File: config.mk
export PLATFORM = sky130hd
export DESIGN_NAME = main_fsm
export DESIGN_NICKNAME = d
export VERILOG_FILES = /design/src/rtl/main_fsm_pkg.sv /design/src/rtl/main_fsm.sv
export SDC_FILE = /design/constraint.sdc
export NUM_CORES = 1
export LEC_CHECK = 0
export CORE_MARGIN = 5
export CORE_UTILIZATION = 33
export DETAILED_ROUTE_END_ITERATION = 10
export PLACE_DENSITY = 0.74
export REMOVE_ABC_BUFFERS = 1
export SLEW_MARGIN = 5
export SYNTH_ARGS = -nofsm -noshare
export SYNTH_HDL_FRONTEND = slang
export SYNTH_SLANG_ARGS = --single-unit
File: constraint.sdc
create_clock -name clk -period 1.49 [get_ports clk]
set_input_delay 0.2235 -clock clk [delete_from_list [all_inputs] [get_ports clk]]
set_output_delay 0.2235 -clock clk [all_outputs]
set_load 0.005 [all_outputs]
File: src/rtl/main_fsm_pkg.sv
// main_fsm_pkg: shared definitions for the multicycle control FSM.
//   state_e     - controller state encoding (also exported on main_fsm.state)
//   SRCB_*      - alu_src_b select codes
//   RES_*       - result_src select codes
//   OP_*        - instruction class codes on main_fsm.op
package main_fsm_pkg;

    typedef enum logic [3:0] {
        FETCH    = 4'd0,
        DECODE   = 4'd1,
        MEMADR   = 4'd2,
        MEMRD    = 4'd3,
        MEMWB    = 4'd4,
        MEMWR    = 4'd5,
        EXECUTER = 4'd6,
        EXECUTEI = 4'd7,
        ALUWB    = 4'd8,
        BRANCH   = 4'd9,
        UNKNOWN  = 4'd10
    } state_e;

    localparam logic [1:0] SRCB_RD2    = 2'b00;
    localparam logic [1:0] SRCB_EXTIMM = 2'b01;
    localparam logic [1:0] SRCB_FOUR   = 2'b10;

    localparam logic [1:0] RES_ALUOUT  = 2'b00;
    localparam logic [1:0] RES_DATA    = 2'b01;
    localparam logic [1:0] RES_ALURES  = 2'b10;

    localparam logic [1:0] OP_DP       = 2'b00;
    localparam logic [1:0] OP_MEM      = 2'b01;
    localparam logic [1:0] OP_BRANCH   = 2'b10;

endpackage

File: src/rtl/main_fsm.sv
// main_fsm: multicycle processor main controller (Moore FSM with memory
// handshake gating on the fetch / store strobes).
// Ports:
//   clk          - clock, all state changes on rising edge
//   reset        - synchronous active-low reset
//   op[1:0]      - instruction class
//   funct[5:0]   - bit5 immediate, bit0 load/store select
//   mem_ready    - memory access completes this cycle
//   ir_write, next_pc, reg_w, mem_w, branch - enable strobes
//   adr_src, alu_src_a, alu_op, alu_src_b[1:0], result_src[1:0] - datapath selects
//   instr_done   - pulse on last cycle of each instruction
//   illegal      - high in UNKNOWN
//   state[3:0]   - current state register, for debug
module main_fsm
    import main_fsm_pkg::*;
(
    input  logic       clk,
    input  logic       reset,
    input  logic [1:0] op,
    input  logic [5:0] funct,
    input  logic       mem_ready,
    output logic       ir_write,
    output logic       next_pc,
    output logic       reg_w,
    output logic       mem_w,
    output logic       branch,
    output logic       adr_src,
    output logic       alu_src_a,
    output logic       alu_op,
    output logic [1:0] alu_src_b,
    output logic [1:0] result_src,
    output logic       instr_done,
    output logic       illegal,
    output logic [3:0] state
);

    state_e state_q;
    state_e state_d;
    state_e out_state;

    // funct[4:1] carry no meaning for this controller
    logic unused_funct;
    assign unused_funct = ^funct[4:1];

    always_ff @(posedge clk) begin
        if (!reset) state_q <= FETCH;
        else        state_q <= state_d;
    end

    assign state = state_q;

    always_comb begin
        state_d = FETCH;
        case (state_q)
            FETCH:    state_d = mem_ready ? DECODE : FETCH;
            DECODE: begin
                case (op)
                    OP_DP:     state_d = funct[5] ? EXECUTEI : EXECUTER;
                    OP_MEM:    state_d = MEMADR;
                    OP_BRANCH: state_d = BRANCH;
                    default:   state_d = UNKNOWN;
                endcase
            end
            MEMADR:   state_d = funct[0] ? MEMRD : MEMWR;
            MEMRD:    state_d = mem_ready ? MEMWB : MEMRD;
            MEMWB:    state_d = FETCH;
            MEMWR:    state_d = mem_ready ? FETCH : MEMWR;
            EXECUTER: state_d = ALUWB;
            EXECUTEI: state_d = ALUWB;
            ALUWB:    state_d = FETCH;
            BRANCH:   state_d = FETCH;
            UNKNOWN:  state_d = UNKNOWN;
            default:  state_d = FETCH;
        endcase
    end

    // While reset is low the outputs already show FETCH behaviour, so no
    // strobe belonging to the interrupted state can fire in that cycle.
    assign out_state = reset ? state_q : FETCH;

    always_comb begin
        ir_write   = 1'b0;
        next_pc    = 1'b0;
        reg_w      = 1'b0;
        mem_w      = 1'b0;
        branch     = 1'b0;
        adr_src    = 1'b0;
        alu_src_a  = 1'b0;
        alu_op     = 1'b0;
        alu_src_b  = SRCB_RD2;
        result_src = RES_ALUOUT;
        instr_done = 1'b0;
        illegal    = 1'b0;
        case (out_state)
            FETCH: begin
                alu_src_a  = 1'b1;
                alu_src_b  = SRCB_FOUR;
                result_src = RES_ALURES;
                ir_write   = mem_ready;
                next_pc    = mem_ready;
            end
            DECODE: begin
                alu_src_a  = 1'b1;
                alu_src_b  = SRCB_FOUR;
                result_src = RES_ALURES;
            end
            MEMADR: begin
                alu_src_b  = SRCB_EXTIMM;
            end
            MEMRD: begin
                adr_src    = 1'b1;
            end
            MEMWB: begin
                result_src = RES_DATA;
                reg_w      = 1'b1;
                instr_done = 1'b1;
            end
            MEMWR: begin
                adr_src    = 1'b1;
                mem_w      = mem_ready;
                instr_done = mem_ready;
            end
            EXECUTER: begin
                alu_op     = 1'b1;
            end
            EXECUTEI: begin
                alu_src_b  = SRCB_EXTIMM;
                alu_op     = 1'b1;
            end
            ALUWB: begin
                reg_w      = 1'b1;
                instr_done = 1'b1;
            end
            BRANCH: begin
                alu_src_b  = SRCB_EXTIMM;
                result_src = RES_ALURES;
                branch     = 1'b1;
                instr_done = 1'b1;
            end
            UNKNOWN: begin
                illegal    = 1'b1;
            end
            default: ;
        endcase
    end

endmodule

==> impl_metrics.ini <==
[run_status]
outcome = finished with violations
violations = setup timing

[worst_setup_path]
critPathKind = reg2reg
cp.arrival_ps = 1750
cp-end-kind = register
r2r_end = state[0]
reg2reg_slack_ps = -120
rr_worst_depth = 5
cp_max_fo = 3
reg2reg_from = state[3]
critPathRequiredTime_ps = 1630
worst_setup_path_start_kind = register

[sta]
skew_ps = 4.44
period_needed_ps = 1610
timing.fmax_mhz = 620
timing.final.ws_setup_ps = -122
finalHoldViolations = 0
rsz0062_at_grt = true
slew_headroom_pct = 71.6
period_share_pct = 108
drv_slew = 0
worst_slew_pin_slew_ps = 425
setup_viol = 12
setup_tns_ps = -587

[placement]
dpl.hpwl_microns = 1210
dp_slack_ps = -423
globalplace.congestion = 0.813
port_buffers = 24
placed_cells = 117
dpl-instance-area_sq_um = 816

[finish]
antennaDiodeCount = 0
final_layout_size_suffix_gt1_share_pct = 62.6
fin_area_sq_um = 1070
final_cells = 139
finalNetCount = 136
area_growth_pct = 114
largest_reg_flops = 4

[detailed_routing]
first_iter_violations = 13
dr.pass1.iters = 4
ant_nets = 0
drc_errors = 0
vias = 786
detail_route.wl_per_cell_microns = 17.2
via_per_inst = 5.65
wirelength_microns = 2390

[yosys]
synth_cell_type_count = 32
syn_inst = 72
synth_area_sq_um = 498
synthArstFlopShare_pct = 0
ys_ff_latch = 4
synth-edff-count = 0
ys_warn_count = 0
syn_avg_cell_area_sq_um = 6.92
synth_top_area_cell = dfxtp_1
synthTopCellsByCount = nor2_1, nand2_1
synthTopCellsByArea = dfxtp_1, nor2_1, a21oi_1
synth-seq-area-share_pct = 16.1
synth_flop_cell = dfxtp_1
synth_top_area_share_pct = 16.1
synth_most_common_cell = nor2_1

[floorplanning]
fp.dieW_microns = 48.8
die_h_microns = 48.8
die_area_sq_um = 2390
initial_core_util_pct = 33.8
io_pins = 29
row_count = 14
core_area_sq_um = 1470

[global_route]
gr-usage-met2_pct = 35.0
grt_use_met1_pct = 23.1
grt_pass1_wl_microns = 3850
antenna_found_initial = 0
grtUsageTotal_pct = 20.2
grt_overflow = 0
first_global_vias = 833
met3_usage_pct = 2.75
grt_busiest_layer = met2
grt_max_degree = 11

[flow_run]
cap_viol_max_count = 0

[clock_tree]
cts-root-buf = clkbuf_4
clock-sinks = 4
clk_path_buf_depth = 2
postCtsHoldBufs = 0
h-tree-depth = 1
cts_tree = yes
clock_latency_ps = 240
clk_pin_slew_ps = 40
cts_buffers = 3

[hold_path]
holdCritPathClass = reg2reg
hold_start = state[2]
min_path_cells = 3
worstHoldEndpoint = state[3]

[pwr]
power_density_nw_per_um2 = 668
peakVddDrop_mv = 0.335
p_leak_nw = 0.524
==> power by group <==
group	switching, W	internal (W)	total, W	leakage (nW)
clock network	0.0000447	0.0000901	0.000135	0.0138
registers	0.0000133	0.000119	0.000132	0.0353
logic	0.000205	0.000241	0.000446	0.475
total	0.000263	0.000450	0.000713	0.524
==> cells in the final DEF, fill, tap and decap left out, types with 4 or more instances in the layout <==
cell type,instances
clkdlybuf4s50_1,5
clkbuf_4,4
buf_6,9
buf_4,21
nor2_1,4
buf_2,14
dlygate4sd2_1,4
==> what timing repair did <==
item	4_1_cts	5_1_grt
cloned	3	0
pin swaps	10	14
gates resized for setup	87	22
setup buffers	12	4
setup endpoints to repair	19	16
==> cell type report <==
cell class,instances,area [sq um]
sequential,4,92.6
multi-input combinational,56,478
fill,120,404
tap,16,20.0
clock buffer,3,22.5
timing repair buffer,56,439
inverter,4,15.0
==> routing by layer <==
| metal | share of wire, % | routed length (microns) |
|---|---|---|
| met5 | 0 | 0 |
| met4 | 4.6 | 109 |
| met3 | 6.7 | 160 |
| met2 | 50 | 1200 |
| met1 | 39 | 922 |
==> kinds of logic after synthesis <==
family | share of synthesized area, %
DFF | 16.1
xor gates and xnor gates | 1.76
buffers and inverters | 11.1
AOI/OAI and AO/OA | 27.9
and+or+nand+nor | 43.2
==> metrics by stage <==
stage / total power, W / utilization [%] / hold WS, ps
detailed placement: 0.000423 / 55.4 / 663
global route: 0.000761 / 72.5 / 676
global placement: 0.000417 / 55.4 / 664
floorplan: 0.000264 / - / 425
CTS: 0.000633 / 64.8 / 653
finish: 0.000713 / 72.5 / 661
==> worst max-delay path by stage <==
stage | startpoint | endpoint | slack, ps | cells after the start
floorplan | state[1] | alu_src_b[0] | -60 | 3
global placement | reset | instr_done | -420 | 4
detailed placement | reset | instr_done | -420 | 4
CTS | state[3] | alu_src_b[0] | -160 | 4
global route | state[3] | state[0] | -190 | 5
finish | state[3] | state[0] | -120 | 5
==> critical path, cell delays in order, from the launching register on <==
cell and delay, ps:
dfxtp_4 350, buf_6 120, or2_4 230, buf_6 120, or4_4 430, a221oi_4 280
Power figures use the tool's default switching activity.
